## src/rtl/load_store_unit.sv

```systemverilog
// load_store_unit: data-memory access stage of the single-cycle RV32I core.
//
// Takes the ALU address, rs2 store data and funct3, checks the access for an
// illegal width or misalignment, then runs one transfer on the data-memory
// bus. The core is stalled from the accept cycle until the transfer finishes.
//
// Bus handshake: mem_req is a valid that rises in the first BUSY cycle. While
// mem_req=1, mem_we/mem_addr/mem_wdata/mem_be hold stable. A transfer happens
// on the rising edge where mem_req=1 and mem_ready=1, and mem_rdata is
// sampled on that same edge. mem_req never drops early except on a timeout
// (after TIMEOUT_CYCLES BUSY cycles) or on reset.
//
// Ports:
//   clk, rst_n        clock, asynchronous active-low reset
//   req_valid         execute-stage instruction is a load or store
//   is_store          1 = store, 0 = load
//   funct3            RV32I width/sign code
//   addr              byte address from the ALU
//   store_data        rs2 value
//   load_data         formatted load result, valid in DONE
//   stall             hold PC/pipeline this cycle
//   exc_valid         exception this cycle
//   exc_cause         01 misaligned, 10 bus timeout, 11 illegal width
//   mem_*             data-memory bus (see handshake above)
//   dbg_state         current FSM state (0 IDLE, 1 BUSY, 2 DONE)
module load_store_unit #(
  parameter int TIMEOUT_CYCLES = 16
) (
  input  logic        clk,
  input  logic        rst_n,
  input  logic        req_valid,
  input  logic        is_store,
  input  logic [2:0]  funct3,
  input  logic [31:0] addr,
  input  logic [31:0] store_data,
  output logic [31:0] load_data,
  output logic        stall,
  output logic        exc_valid,
  output logic [1:0]  exc_cause,
  output logic        mem_req,
  output logic        mem_we,
  output logic [31:0] mem_addr,
  output logic [31:0] mem_wdata,
  output logic [3:0]  mem_be,
  input  logic        mem_ready,
  input  logic [31:0] mem_rdata,
  output logic [1:0]  dbg_state
);

  localparam int CW = (TIMEOUT_CYCLES > 1) ? $clog2(TIMEOUT_CYCLES) : 1;
  localparam logic [CW-1:0] CNT_LIMIT = CW'(TIMEOUT_CYCLES - 1);

  typedef enum logic [1:0] {
    IDLE = 2'd0,
    BUSY = 2'd1,
    DONE = 2'd2
  } state_t;

  state_t        state_q, state_d;
  logic [CW-1:0] cnt_q, cnt_d;
  logic          timeout_q, timeout_d;
  logic          accept;
  logic [1:0]    addr_lo_q;
  logic [2:0]    f3_q;
  logic [31:0]   load_q;

  logic          illegal, misaligned;
  logic [31:0]   wdata_fmt;
  logic [3:0]    be_fmt;
  logic [31:0]   lane;
  logic [31:0]   load_fmt;

  assign dbg_state = state_q;

  // Width legality and alignment of the incoming request.
  always_comb begin
    illegal    = 1'b0;
    misaligned = 1'b0;
    case (funct3)
      3'b000: misaligned = 1'b0;
      3'b001: misaligned = addr[0];
      3'b010: misaligned = |addr[1:0];
      3'b100: illegal    = is_store;
      3'b101: begin
        illegal    = is_store;
        misaligned = addr[0];
      end
      default: illegal = 1'b1;
    endcase
  end

  // Store lane replication and byte enables; loads read the whole word.
  always_comb begin
    wdata_fmt = 32'h0;
    be_fmt    = 4'b1111;
    if (is_store) begin
      case (funct3[1:0])
        2'b00: begin
          wdata_fmt = {4{store_data[7:0]}};
          be_fmt    = 4'b0001 << addr[1:0];
        end
        2'b01: begin
          wdata_fmt = {2{store_data[15:0]}};
          be_fmt    = addr[1] ? 4'b1100 : 4'b0011;
        end
        default: begin
          wdata_fmt = store_data;
          be_fmt    = 4'b1111;
        end
      endcase
    end
  end

  // Load lane select plus sign/zero extension, using the latched request.
  always_comb begin
    lane = mem_rdata >> {addr_lo_q, 3'b000};
    case (f3_q)
      3'b000:  load_fmt = {{24{lane[7]}}, lane[7:0]};
      3'b001:  load_fmt = {{16{lane[15]}}, lane[15:0]};
      3'b100:  load_fmt = {24'h0, lane[7:0]};
      3'b101:  load_fmt = {16'h0, lane[15:0]};
      default: load_fmt = lane;
    endcase
  end

  // Next-state and outputs.
  always_comb begin
    state_d   = state_q;
    cnt_d     = cnt_q;
    timeout_d = timeout_q;
    accept    = 1'b0;
    stall     = 1'b0;
    exc_valid = 1'b0;
    exc_cause = 2'b00;
    mem_req   = 1'b0;
    case (state_q)
      IDLE: begin
        if (req_valid) begin
          if (illegal) begin
            exc_valid = 1'b1;
            exc_cause = 2'b11;
          end else if (misaligned) begin
            exc_valid = 1'b1;
            exc_cause = 2'b01;
          end else begin
            stall     = 1'b1;
            accept    = 1'b1;
            cnt_d     = '0;
            timeout_d = 1'b0;
            state_d   = BUSY;
          end
        end
      end
      BUSY: begin
        mem_req = 1'b1;
        stall   = 1'b1;
        // Ready on the limit cycle is checked first, so it wins.
        if (mem_ready) begin
          cnt_d   = '0;
          state_d = DONE;
        end else if (cnt_q == CNT_LIMIT) begin
          cnt_d     = '0;
          timeout_d = 1'b1;
          state_d   = DONE;
        end else begin
          cnt_d = cnt_q + 1'b1;
        end
      end
      DONE: begin
        if (timeout_q) begin
          exc_valid = 1'b1;
          exc_cause = 2'b10;
        end
        timeout_d = 1'b0;
        state_d   = IDLE;
      end
      default: state_d = IDLE;
    endcase
  end

  // A timed-out load reports zero in DONE without disturbing the last result.
  assign load_data = (state_q == DONE && timeout_q) ? 32'h0 : load_q;

  always_ff @(posedge clk or negedge rst_n) begin
    if (!rst_n) begin
      state_q   <= IDLE;
      cnt_q     <= '0;
      timeout_q <= 1'b0;
      addr_lo_q <= 2'b00;
      f3_q      <= 3'b000;
      load_q    <= 32'h0;
      mem_addr  <= 32'h0;
      mem_wdata <= 32'h0;
      mem_be    <= 4'b0000;
      mem_we    <= 1'b0;
    end else begin
      state_q   <= state_d;
      cnt_q     <= cnt_d;
      timeout_q <= timeout_d;
      if (accept) begin
        addr_lo_q <= addr[1:0];
        f3_q      <= funct3;
        mem_addr  <= {addr[31:2], 2'b00};
        mem_wdata <= wdata_fmt;
        mem_be    <= be_fmt;
        mem_we    <= is_store;
      end
      if (state_q == BUSY && mem_ready && !mem_we) begin
        load_q <= load_fmt;
      end
    end
  end

endmodule

```

## config.mk

```make
export PLATFORM = sky130hd
export DESIGN_NAME = load_store_unit
export DESIGN_NICKNAME = d
export VERILOG_FILES = /design/src/rtl/load_store_unit.sv
export SDC_FILE = /design/constraint.sdc
export NUM_CORES = 1
export LEC_CHECK = 0
export BUFFER_PORTS_ARGS = -buffer_cell sky130_fd_sc_hd__buf_4
export CORE_MARGIN = 2
export CORE_UTILIZATION = 35
export DETAILED_ROUTE_END_ITERATION = 8
export PLACE_DENSITY = 0.56
export SETUP_SLACK_MARGIN = 0.15
export SLEW_MARGIN = 10
export SYNTH_ARGS = -nofsm -noshare
export SYNTH_HDL_FRONTEND = slang
export SYNTH_SLANG_ARGS = --single-unit
```

## constraint.sdc

```tcl
create_clock -name clk -period 2.4 [get_ports clk]
set_input_delay 0.12 -clock clk [delete_from_list [all_inputs] [get_ports clk]]
set_output_delay 0.12 -clock clk [all_outputs]
set_load 0.02 [all_outputs]
```

* Yosys cells after proc, flatten, opt, wreduce, memory -nomap -nowiden *
Cells that the tools add are included.
Widths: inputs -> output; s select.

cells by class
  equality and inequality tests = 17
  shift operators = 2
  reduce and logical (&&, ||, !) cells = 17
  $add $sub $neg = 1
  muxes and demuxes = 43

operators with widths
  operator             number
  $pmux 32 s4          1
  $mux 32              2
  $pmux 32 s2          1
  $shr 32x5->32        1
  $mux 4               7
  $mux 2               8
  $pmux 4 s2           2
  $mux 1               15
  $eq 3x3->1 const B   4
  $ne 2x2->1 const B   5
  $pmux 1 s2           4
  $pmux 2 s2           2
  $reduce_and 4->1     2
  $eq 3x1->1 const B   2
  $logic_not 3->1      2
  $reduce_and 6->1     1
  $reduce_or 2->1      3
  $add 4x1->4 const B  1
  $eq 2x1->1 const B   2
  $eq 4x4->1 const B   1
  $logic_not 2->1      2
  $shl 1x2->4 const A  1
  $eq 3x2->1 const B   1
  $logic_and 1x1->1    3
  other kinds (7)      7

storage, ports and cells
  bits in registers = 111
  output and inout bits = 108
  input port bits = 104
  word-level logic and storage cells = 90

* Longest topological paths before layout *
Gate-level depths: netlist of run 1.

  depth in word-level cells = 7
  gate-level depth with buffers = 7
  gate-level depth less buffers = 5

* Worst setup path after synthesis of run 1 *
No wires, ideal clock.

  path type = register to output
  start point = register state_q[0], in the netlist dbg_state[0]
  end point = output port exc_valid
  slack = 0.590 ns
  data arrival time = 1.690 ns
  path buffers = 0
  required time = 2.280 ns
  cell stages (with the launch flop) = 4
  path through = dfrtp_1 > or3b_1 > nor3_1 > nand2b_1

between the ends
  cells in the longest elaborated chain, start to end = 2
  elaborated cells on any way between the ends = 3
  classes of those cells = eq/ne: 1; mux: 1; reduce/logical: 1

RTL lines
  item                                                  line  text
  start, declared                                       59    state_t state_q, state_d;
  start signal, assigned                                197   state_q <= state_d;
  $eq 2x2->1 / $logic_not 2->1 (equally long branches)  136   case (state_q)
  $pmux 1 s2 (*)                                        136
  end, declared                                         38    output logic exc_valid,

Every way passes the cells marked *; elsewhere a longest branch is shown, timed or not.

* Worst setup path in the final report of run 1 *
  start point = register state_q[0], in the netlist dbg_state[0]
  end point = output port stall

between the ends
  cells in the longest elaborated chain, start to end = 2
  elaborated cells on any way between the ends = 3
  classes of those cells = eq/ne: 1; mux: 1; reduce/logical: 1

RTL lines
  item                                                  line  text
  $eq 2x1->1 / $logic_not 2->1 (equally long branches)  136
  $pmux 1 s2 (*)                                        136
  end, declared                                         37    output logic stall,

Marks and branches as above.

==> results.cfg, run 1 <==
[worst_setup_path]
cp_common_cell = buf_4
cp_slowest_cell = or3b_1
r2r_slack_ns = 0.56
max_stage_delay_ns = 0.43
arrival_ns = 1.90
r2r-end = load_q[19]
crit_path_end_kind = primary output
start_kind = flip-flop
path_delay_family = simple AND/OR/NAND/NOR gates
path_cells = or3b_1 -> o21bai_4 -> buf_4 -> nand2_1 -> buf_4
crit_end = stall
r2r_start = dbg_state[1]
critPathRequiredTime_ns = 2.28
cp.buffers_inverters = 2
cp-startpoint = dbg_state[0]
critPathKind = reg -> out
cp_max_fo = 25
crit_cells = 5
worst-r2r-cell-count = 5

[cells_and_area]
fin_nets = 888
drive_gt1_frac = 0.365
num_antenna_cells = 0
synthToLayoutAreaGrowth_pct = 41.0
final_common_cell = buf_4
layout_common_cells = buf_4 (213), dfrtp_1 (111), nand2_1 (93)

[routing]
top_layer_used = met4
met1_length_um = 6800
drtAntennaViolNets = 0
wl_met2_um = 7250
routed_wirelength_um = 15900
wl_per_cell_um = 15.9
drc = 0
vias = 4855
drtIter0Drc = 175
viasPerCell = 4.84
wl_met3_um = 1560
drt_pass1_iterations = 4

[synth]
syn_avg_cell_area_um2 = 10.1
yosysTopAreaCell = dfrtp_1
synth_area_leaders = dfrtp_1 (49%), nand2_1 (6.1%), mux2_4 (5.3%)
synth_edf_count = 0
synth_warnings = 0
synth-seq-area-share = 0.488
synthArstFlopShare = 1.00
synthFlopType = dfrtp_1
syn_inst = 564
synth_top_area_frac = 0.488
syn_area_um2 = 5700
ys_types = 42
yosys_register_bits = 111

[status]
status = completed

[floorplan]
core.rowCount = 46
die_area_um2 = 17300
initial_core_util = 0.359
core-area_um2 = 15900
fp.dieH_um = 132
die_w_um = 132
io_pins = 212

[sta]
layout_min_cycle_time_ns = 2.02
timing_hold_violations_final = 0
slew_violations = 0
period_share = 0.843
finalSetupViolCount = 0
fin_hold_ws_ns = 0.0316
setup_tns_ns = 0
clock_skew_ns = 0.00919
fmax_ghz = 0.494
rsz0062_at_grt = false

[flow_run]
cap_viol_max_count = 0

[cts]
cts_root_buffer = clkbuf_16
cts_htree_levels = 3
clk_pin_slew_ns = 0.08
cts_tree = yes
clk_path_buf_depth = 2
cts_buffers = 9
clock_latency_ns = 0.35
clock_sinks = 111
cts_resized = 0

[place]
port-buffer-count = 209
gp_congestion = 0.813
dp_hpwl_um = 11500

[global_routing]
antenna_found_initial = 0
grt_pass1_wl_um = 26000
grt_usage = 0.186
overflow = 0
grt_max_degree = 92
grt_pass1_vias = 4994

[hold_path]
hold_class = in -> reg
min-delay-start = store_data[6]

[power_and_ir_drop]
leakagePower_nw = 3.83
pwr_density_cell_nw_per_um2 = 1050
peakVddDrop_v = 0.000446
==> worst reg2reg max path: stages (launching register included) <==
cell	delay, ns
dfrtp_1	0.43
nand2b_1	0.37
nor3b_4	0.29
buf_12	0.25
o21ai_2	0.18
o22a_1	0.21
==> synthesized netlist by cell type, types with 2 or more instances <==
cell      instances
buf_6             4
buf_1             2
dfrtp_1         111
inv_1             4
and2_1           40
mux2_2           25
nor2b_1           7
a221oi_2          2
nand2b_1          7
mux2_1           14
buf_2            11
o31ai_1           2
nand3b_1          3
buf_4             5
or2_2             2
mux2_4           20
a31oi_1          10
nor3b_1           2
a211oi_1          7
nand2_1          93
nand3_1           7
o22a_1            8
clkbuf_1         19
a21oi_1          19
o21ai_0          22
nor2_1           41
mux2i_1          25
o21ai_1          37
nor3_1            2
==> state kept, by name, indices dropped and copies added, names as in the netlist <==
signal,cells
mem_we,1
mem_wdata,32
mem_be,4
load_q,32
addr_lo_q,2
f3_q,3
timeout_q,1
dbg_state,2
mem_addr,30
cnt_q,4
==> cells by family after synthesis <==
| family | count (synthesis) | synth area share |
|---|---|---|
| flops | 111 | 0.488 |
| mux | 84 | 0.174 |
| other cells | 1 | 0.000658 |
| fa+ha+maj | 1 | 0.00220 |
| buf+inv | 45 | 0.0406 |
| simple gates | 210 | 0.176 |
| compound gates | 112 | 0.119 |
==> worst min-delay path by stage <==
stage / end / slack [ns] / depth (start not counted)
global route: mem_wdata[5] / 0.03 / 3
floorplan: addr_lo_q[0] / -0.18 / 0
finish: mem_wdata[6] / 0.03 / 3
CTS: mem_wdata[6] / 0.01 / 3
detailed placement: load_q[5] / -0.02 / 1
global placement: load_q[5] / -0.03 / 1
==> area by class of cell <==
type                       count  area, µm²
sequential                   111       2780
clock buffer                  10        229
tap                          216        270
fill                        1528       7850
inverter                       4       15.0
timing repair buffer         248       1990
multi-input combinational    409       2690
clock inverter                 6       61.3
==> per-stage QoR <==
stage / util / area, µm² / setup WS (ns) / std cells / power, W
after global routing: 0.506 / 8030 / 0.269 / 1004 / 0.00894
after CTS: 0.506 / 8030 / 0.354 / 1004 / 0.00851
final: 0.506 / 8030 / 0.376 / 1004 / 0.00842
after global placement: 0.468 / 7430 / 0.651 / 957 / 0.00687
after detailed placement: 0.468 / 7430 / 0.584 / 957 / 0.00694
after floorplan: - / 5700 / 0.590 / 565 / 0.00527
==> per-layer routing <==
| layer | track usage | vias to the layer above |
|---|---|---|
| met1 | 0.232 | 2285 |
| met4 | 0.0525 | 0 |
| met5 | 0 | - |
| met2 | 0.298 | 193 |
| met3 | 0.0764 | 22 |
| li1 | - | 2355 |
==> where the power goes <==
part / switching (W) / internal [W]
clock: 0.000692 / 0.000807
sequential: 0.000453 / 0.00256
combinational: 0.00205 / 0.00186
total: 0.00319 / 0.00522
==> repair_timing <==
action	4_1_cts	5_1_grt
endpoints found under the hold margin	141	0
setup buffers	0	0
hold buffers	31	0
setup endpoints to repair	0	0
Power figures use the tool's default switching activity.
==> run 2: changes to the inputs <==
PLACE_DENSITY = 0.58   (was 0.56)
clock period = 1.86 ns   (was 2.4 ns; I/O delays follow)
==> run 2 against run 1 <==
Compared with the run above:
- global-route usage rose by 0.62 points
- first-iteration DRC count grew 63%
- worst setup slack got worse by 0.31 ns
- power is 38% higher
- design area increased by 9.6%
- count of clock-buffer cells in the layout up 2
- register-to-register slack worse by 0.47 ns
- via count is 4.2% higher
- die area unchanged
- critical path depth increased by 1
- clock skew fell by 0.00092 ns
- critical endpoint is now load_data[19]
==> results.cfg, run 2 (synthesis results as in run 1) <==
[place]
dp_hpwl_um = 11900
port-buffer-count = 209
post-place-ws_ns = 0.123
placed_cells = 968
gp_congestion = 0.805

[worst_setup_path]
cp_common_cell = buf_6
worst-r2r-cell-count = 5
r2r-end = f3_q[1]
critPathRequiredTime_ns = 1.77
cp-startpoint = dbg_state[0]
arrival_ns = 1.70
cp_max_fo = 8
path_cells = buf_4 -> nand3b_1 -> buf_6 -> clkbuf_16 -> and2_4 -> buf_6
crit_path_end_kind = primary output
r2r_start = dbg_state[0]
crit_end = load_data[19]
start_kind = flip-flop
max_stage_delay_ns = 0.39
cp_slowest_cell = dfrtp_1
critPathKind = reg -> out
r2r_slack_ns = 0.09

[floorplan]
io_pins = 212
die_area_um2 = 17300
initial_core_util = 0.359
core.rowCount = 46
die_w_um = 132
fp.dieH_um = 132
core-area_um2 = 15900

[power_and_ir_drop]
power.total_w = 0.0116
leakagePower_nw = 4.24
pwr_density_cell_nw_per_um2 = 1320
peakVddDrop_v = 0.000587

[sta]
clock_skew_ns = 0.00827
slew_violations = 0
fin_hold_ws_ns = 0.0169
setup_tns_ns = 0
period_share = 0.966
fmax_ghz = 0.557
finalSetupViolCount = 0
layout_min_cycle_time_ns = 1.80
timing_hold_violations_final = 0
rsz0062_at_grt = true
fin_ws_ns = 0.0633

[cells_and_area]
fin_nets = 924
reg_top3 = load_q: 32 flops, mem_wdata: 32 flops, mem_addr: 30 flops
num_antenna_cells = 0
final_cells = 1039
n_fill_cell = 1421
regArea_um2 = 2780
drive_gt1_frac = 0.431
synthToLayoutAreaGrowth_pct = 54.5
multi_input_area_um2 = 2830
final_common_cell = buf_4
layout_common_cells = buf_4 (194), dfrtp_1 (111), nand2_1 (92)

[cts]
cts_buffers = 9
clk_path_buf_depth = 2
clock_latency_ns = 0.35
cts_htree_levels = 3
clock_sinks = 111
clk_pin_slew_ns = 0.08
cts_tree = yes
cts_root_buffer = clkbuf_16

[global_routing]
grt_pass1_vias = 5033
grt_usage = 0.192
overflow = 0
grt_max_degree = 50
grt_pass1_wl_um = 26600
antenna_found_initial = 0

[routing]
wl_per_cell_um = 17.1
drtIter0Drc = 286
drtAntennaViolNets = 0
met1_length_um = 7680
routed_wirelength_um = 17800
drt_pass1_iterations = 4
top_layer_used = met4
wl_met2_um = 8480
drc = 0
viasPerCell = 4.87
vias = 5061
wl_met3_um = 1390

[hold_path]
hold_class = in -> reg

[status]
status = completed

[flow_run]
cap_viol_max_count = 0
## run 2: cell count changes in the layout (fill, tap and decap cells not counted), moves of 9 or more
cell and change:
and2_1 -26, and2_4 +26, buf_4 -19, buf_6 +37, clkbuf_16 +9
## run 2: where the power goes
group          switching (W)  leakage [nW]  internal (W)  total (W)
logic                0.00287          2.74       0.00304    0.00591
clock network       0.000881         0.139      0.000986    0.00187
registers           0.000566          1.36       0.00330    0.00386
## run 2: cell type report
class	instances	area share
sequential	111	0.316
timing repair buffer	284	0.299
clock buffer	12	0.0291
clock inverter	3	0.00299
inverter	4	0.00171
multi-input combinational	409	0.321
tap	216	0.0307
## run 2: how the worst min path moves through the flow
stage	to	slack, ns	start	cells past startpoint
after floorplan	addr_lo_q[0]	-0.20	rst_n	0
after global placement	load_q[29]	0.06	rst_n	1
after detailed placement	load_q[30]	0.07	rst_n	1
after CTS	mem_wdata[4]	0.002	store_data[4]	3
after global routing	mem_wdata[2]	0.003	store_data[2]	3
final	mem_wdata[2]	0.02	store_data[2]	3
## run 2: through the flow
stage / utilization / area [µm²]
2_1_floorplan: - / 5700
3_3_place_gp: 0.475 / 7540
3_5_place_dp: 0.475 / 7540
4_1_cts: 0.516 / 8200
5_1_grt: 0.554 / 8800
6_report: 0.554 / 8800
## run 2: per-layer routing
layer	track usage	vias up
li1	-	2429
met1	0.240	2434
met2	0.312	182
met3	0.0756	16
met4	0.0501	0
met5	0	-
## run 2: timing repair
action	in CTS	in global routing
gates resized for setup	5	77
pin swaps	1	2
setup buffers	3	9
hold buffers	33	1
gates cloned	0	10
endpoints found under the setup margin	49	100
endpoints found under the hold margin	59	1
## run 2: critical path: cells and delay by family (launching register included)
kind | cells | cell delay (ns)
buffers and inverters | 4 | 0.62
AND/OR/NAND/NOR | 2 | 0.34
flip-flops | 1 | 0.39
==> run 3: changes to the inputs <==
CORE_UTILIZATION = 45   (was 35)
PLACE_DENSITY = 0.73   (was 0.58)
SLEW_MARGIN = 20   (was 10)
==> run 3 against run 2 <==
Compared with the run above:
- worst setup slack better by 0.0051 ns
- count of clock-buffer cells in the layout is 1 lower
- sequential power hardly changed
- combinational power is 4.6% lower
- highest routed layer unchanged
- sequential share of layout area is 1.2 points higher
- clock power is 5% higher
- clock skew is 0.0021 ns lower
- utilization is 13 points higher
- worst hold slack better by 0.0022 ns
- critical path type unchanged
- global-route usage is 5.0 points higher
==> results.cfg, run 3 (synthesis results as in run 1) <==
[cells_and_area]
layout_common_cells = buf_4 (203), dfrtp_1 (110), nand2_1 (92)
reg_top3 = load_q: 32 flops, mem_wdata: 32 flops, mem_addr: 30 flops
final_cells = 979
num_antenna_cells = 0
fin_nets = 907
multi_input_area_um2 = 2820
drive_gt1_frac = 0.419
n_fill_cell = 967
synthToLayoutAreaGrowth_pct = 48.8
final_common_cell = buf_4
regArea_um2 = 2780

[floorplan]
core-area_um2 = 12500
io_pins = 212
fp.dieH_um = 117
die_w_um = 117
core.rowCount = 41
initial_core_util = 0.457
die_area_um2 = 13600

[sta]
tightest_slew_ns = 0.508
finalSetupViolCount = 0
fmax_ghz = 0.558
setup_tns_ns = 0
period_share = 0.963
slew_violations = 0
timing_hold_violations_final = 0
clock_skew_ns = 0.00621
rsz0062_at_grt = true
layout_min_cycle_time_ns = 1.79
slew_headroom = 0.661

[cts]
cts_tree = yes
clock_latency_ns = 0.35
cts_root_buffer = clkbuf_16
clk_path_buf_depth = 2
cts_buffers = 9
clock_sinks = 111
clk_pin_slew_ns = 0.07
cts_htree_levels = 3

[routing]
wl_met2_um = 8120
wl_per_cell_um = 17.3
drc = 0
met1_length_um = 7220
drtIter0Drc = 261
routed_wirelength_um = 16900
drtAntennaViolNets = 0
wl_met3_um = 1290
top_layer_used = met4
vias = 5101
viasPerCell = 5.21
drt_pass1_iterations = 4

[worst_setup_path]
critPathKind = reg -> out
arrival_ns = 1.70
start_kind = flip-flop
critPathRequiredTime_ns = 1.77
cp_max_fo = 4
crit_path_end_kind = primary output

[status]
status = completed

[place]
port-buffer-count = 209
dp_hpwl_um = 11000
placed_cells = 918
gp_congestion = 0.857

[hold_path]
hold_class = in -> reg

[power_and_ir_drop]
pwr_density_cell_nw_per_um2 = 1350
leakagePower_nw = 4.11
peakVddDrop_v = 0.000705

[flow_run]
cap_viol_max_count = 0

[global_routing]
grt_usage = 0.242
grt_pass1_vias = 5035
grt_pass1_wl_um = 25600
grt_max_degree = 72
overflow = 0
antenna_found_initial = 0
-- run 3: cell type report --
type / instances / area share
Clock buffer: 11 / 0.0286
Clock inverter: 5 / 0.00679
Inverter: 4 / 0.00177
Multi-Input combinational cell: 409 / 0.333
Sequential cell: 111 / 0.328
Tap cell: 172 / 0.0254
Timing Repair Buffer: 267 / 0.276
-- run 3: per-layer routing --
layer / vias up / global-route usage
li1: 2412 / -
met1: 2465 / 0.319
met2: 202 / 0.398
met3: 22 / 0.0566
met4: 0 / 0.0770
met5: - / 0
-- run 3: final timing paths --
path | from | endpoint | slack [ns] | depth (start not counted)
worst max-delay path | dbg_state[0] | stall | 0.07 | 5
worst min-delay path | store_data[7] | mem_wdata[7] | 0.02 | 3
min in group asynchronous | rst_n | mem_addr[14] | 0.21 | 2
worst min register to register | mem_be[1] | mem_be[1] | 0.49 | 2
worst max register to register | dbg_state[0] | mem_addr[31] | 0.09 | 4
max in group asynchronous | rst_n | cnt_q[0] | 1.03 | 3
-- run 3: critical path, stage by stage, from the launching register on --
cell	delay, ns
dfrtp_1	0.38
or3b_4	0.43
o21bai_4	0.22
buf_12	0.16
nand2_4	0.06
buf_6	0.11
-- run 3: power breakdown --
part | internal, W | leakage [nW] | total, W | switching, W
combinational | 0.00282 | 2.61 | 0.00564 | 0.00282
sequential | 0.00330 | 1.36 | 0.00385 | 0.000552
clock | 0.00108 | 0.138 | 0.00197 | 0.000886
total | 0.00720 | 4.11 | 0.0115 | 0.00426
-- run 3: timing repair --
| item | 4_1_cts | 5_1_grt |
|---|---|---|
| gates resized for setup | 9 | 54 |
| pin swaps | 2 | 2 |
| hold buffers | 32 | 0 |
| setup buffers | 6 | 1 |
| cloned | 3 | 3 |
| setup endpoints to repair | 40 | 118 |
| hold endpoints to repair | 54 | 0 |
-- run 3: metrics by stage --
stage | utilization | setup WS [ns] | cell area (µm²) | power [W] | hold slack, ns
CTS | 0.659 | 0.0787 | 8220 | 0.0111 | 0.00210
global route | 0.680 | 0.0142 | 8480 | 0.0121 | 0.0286
floorplan | - | 0.154 | 5700 | 0.00681 | -0.203
finish | 0.680 | 0.0684 | 8480 | 0.0115 | 0.0190
global placement | 0.595 | 0.118 | 7420 | 0.00880 | 0.0198
detailed placement | 0.595 | 0.0691 | 7420 | 0.00892 | 0.0251
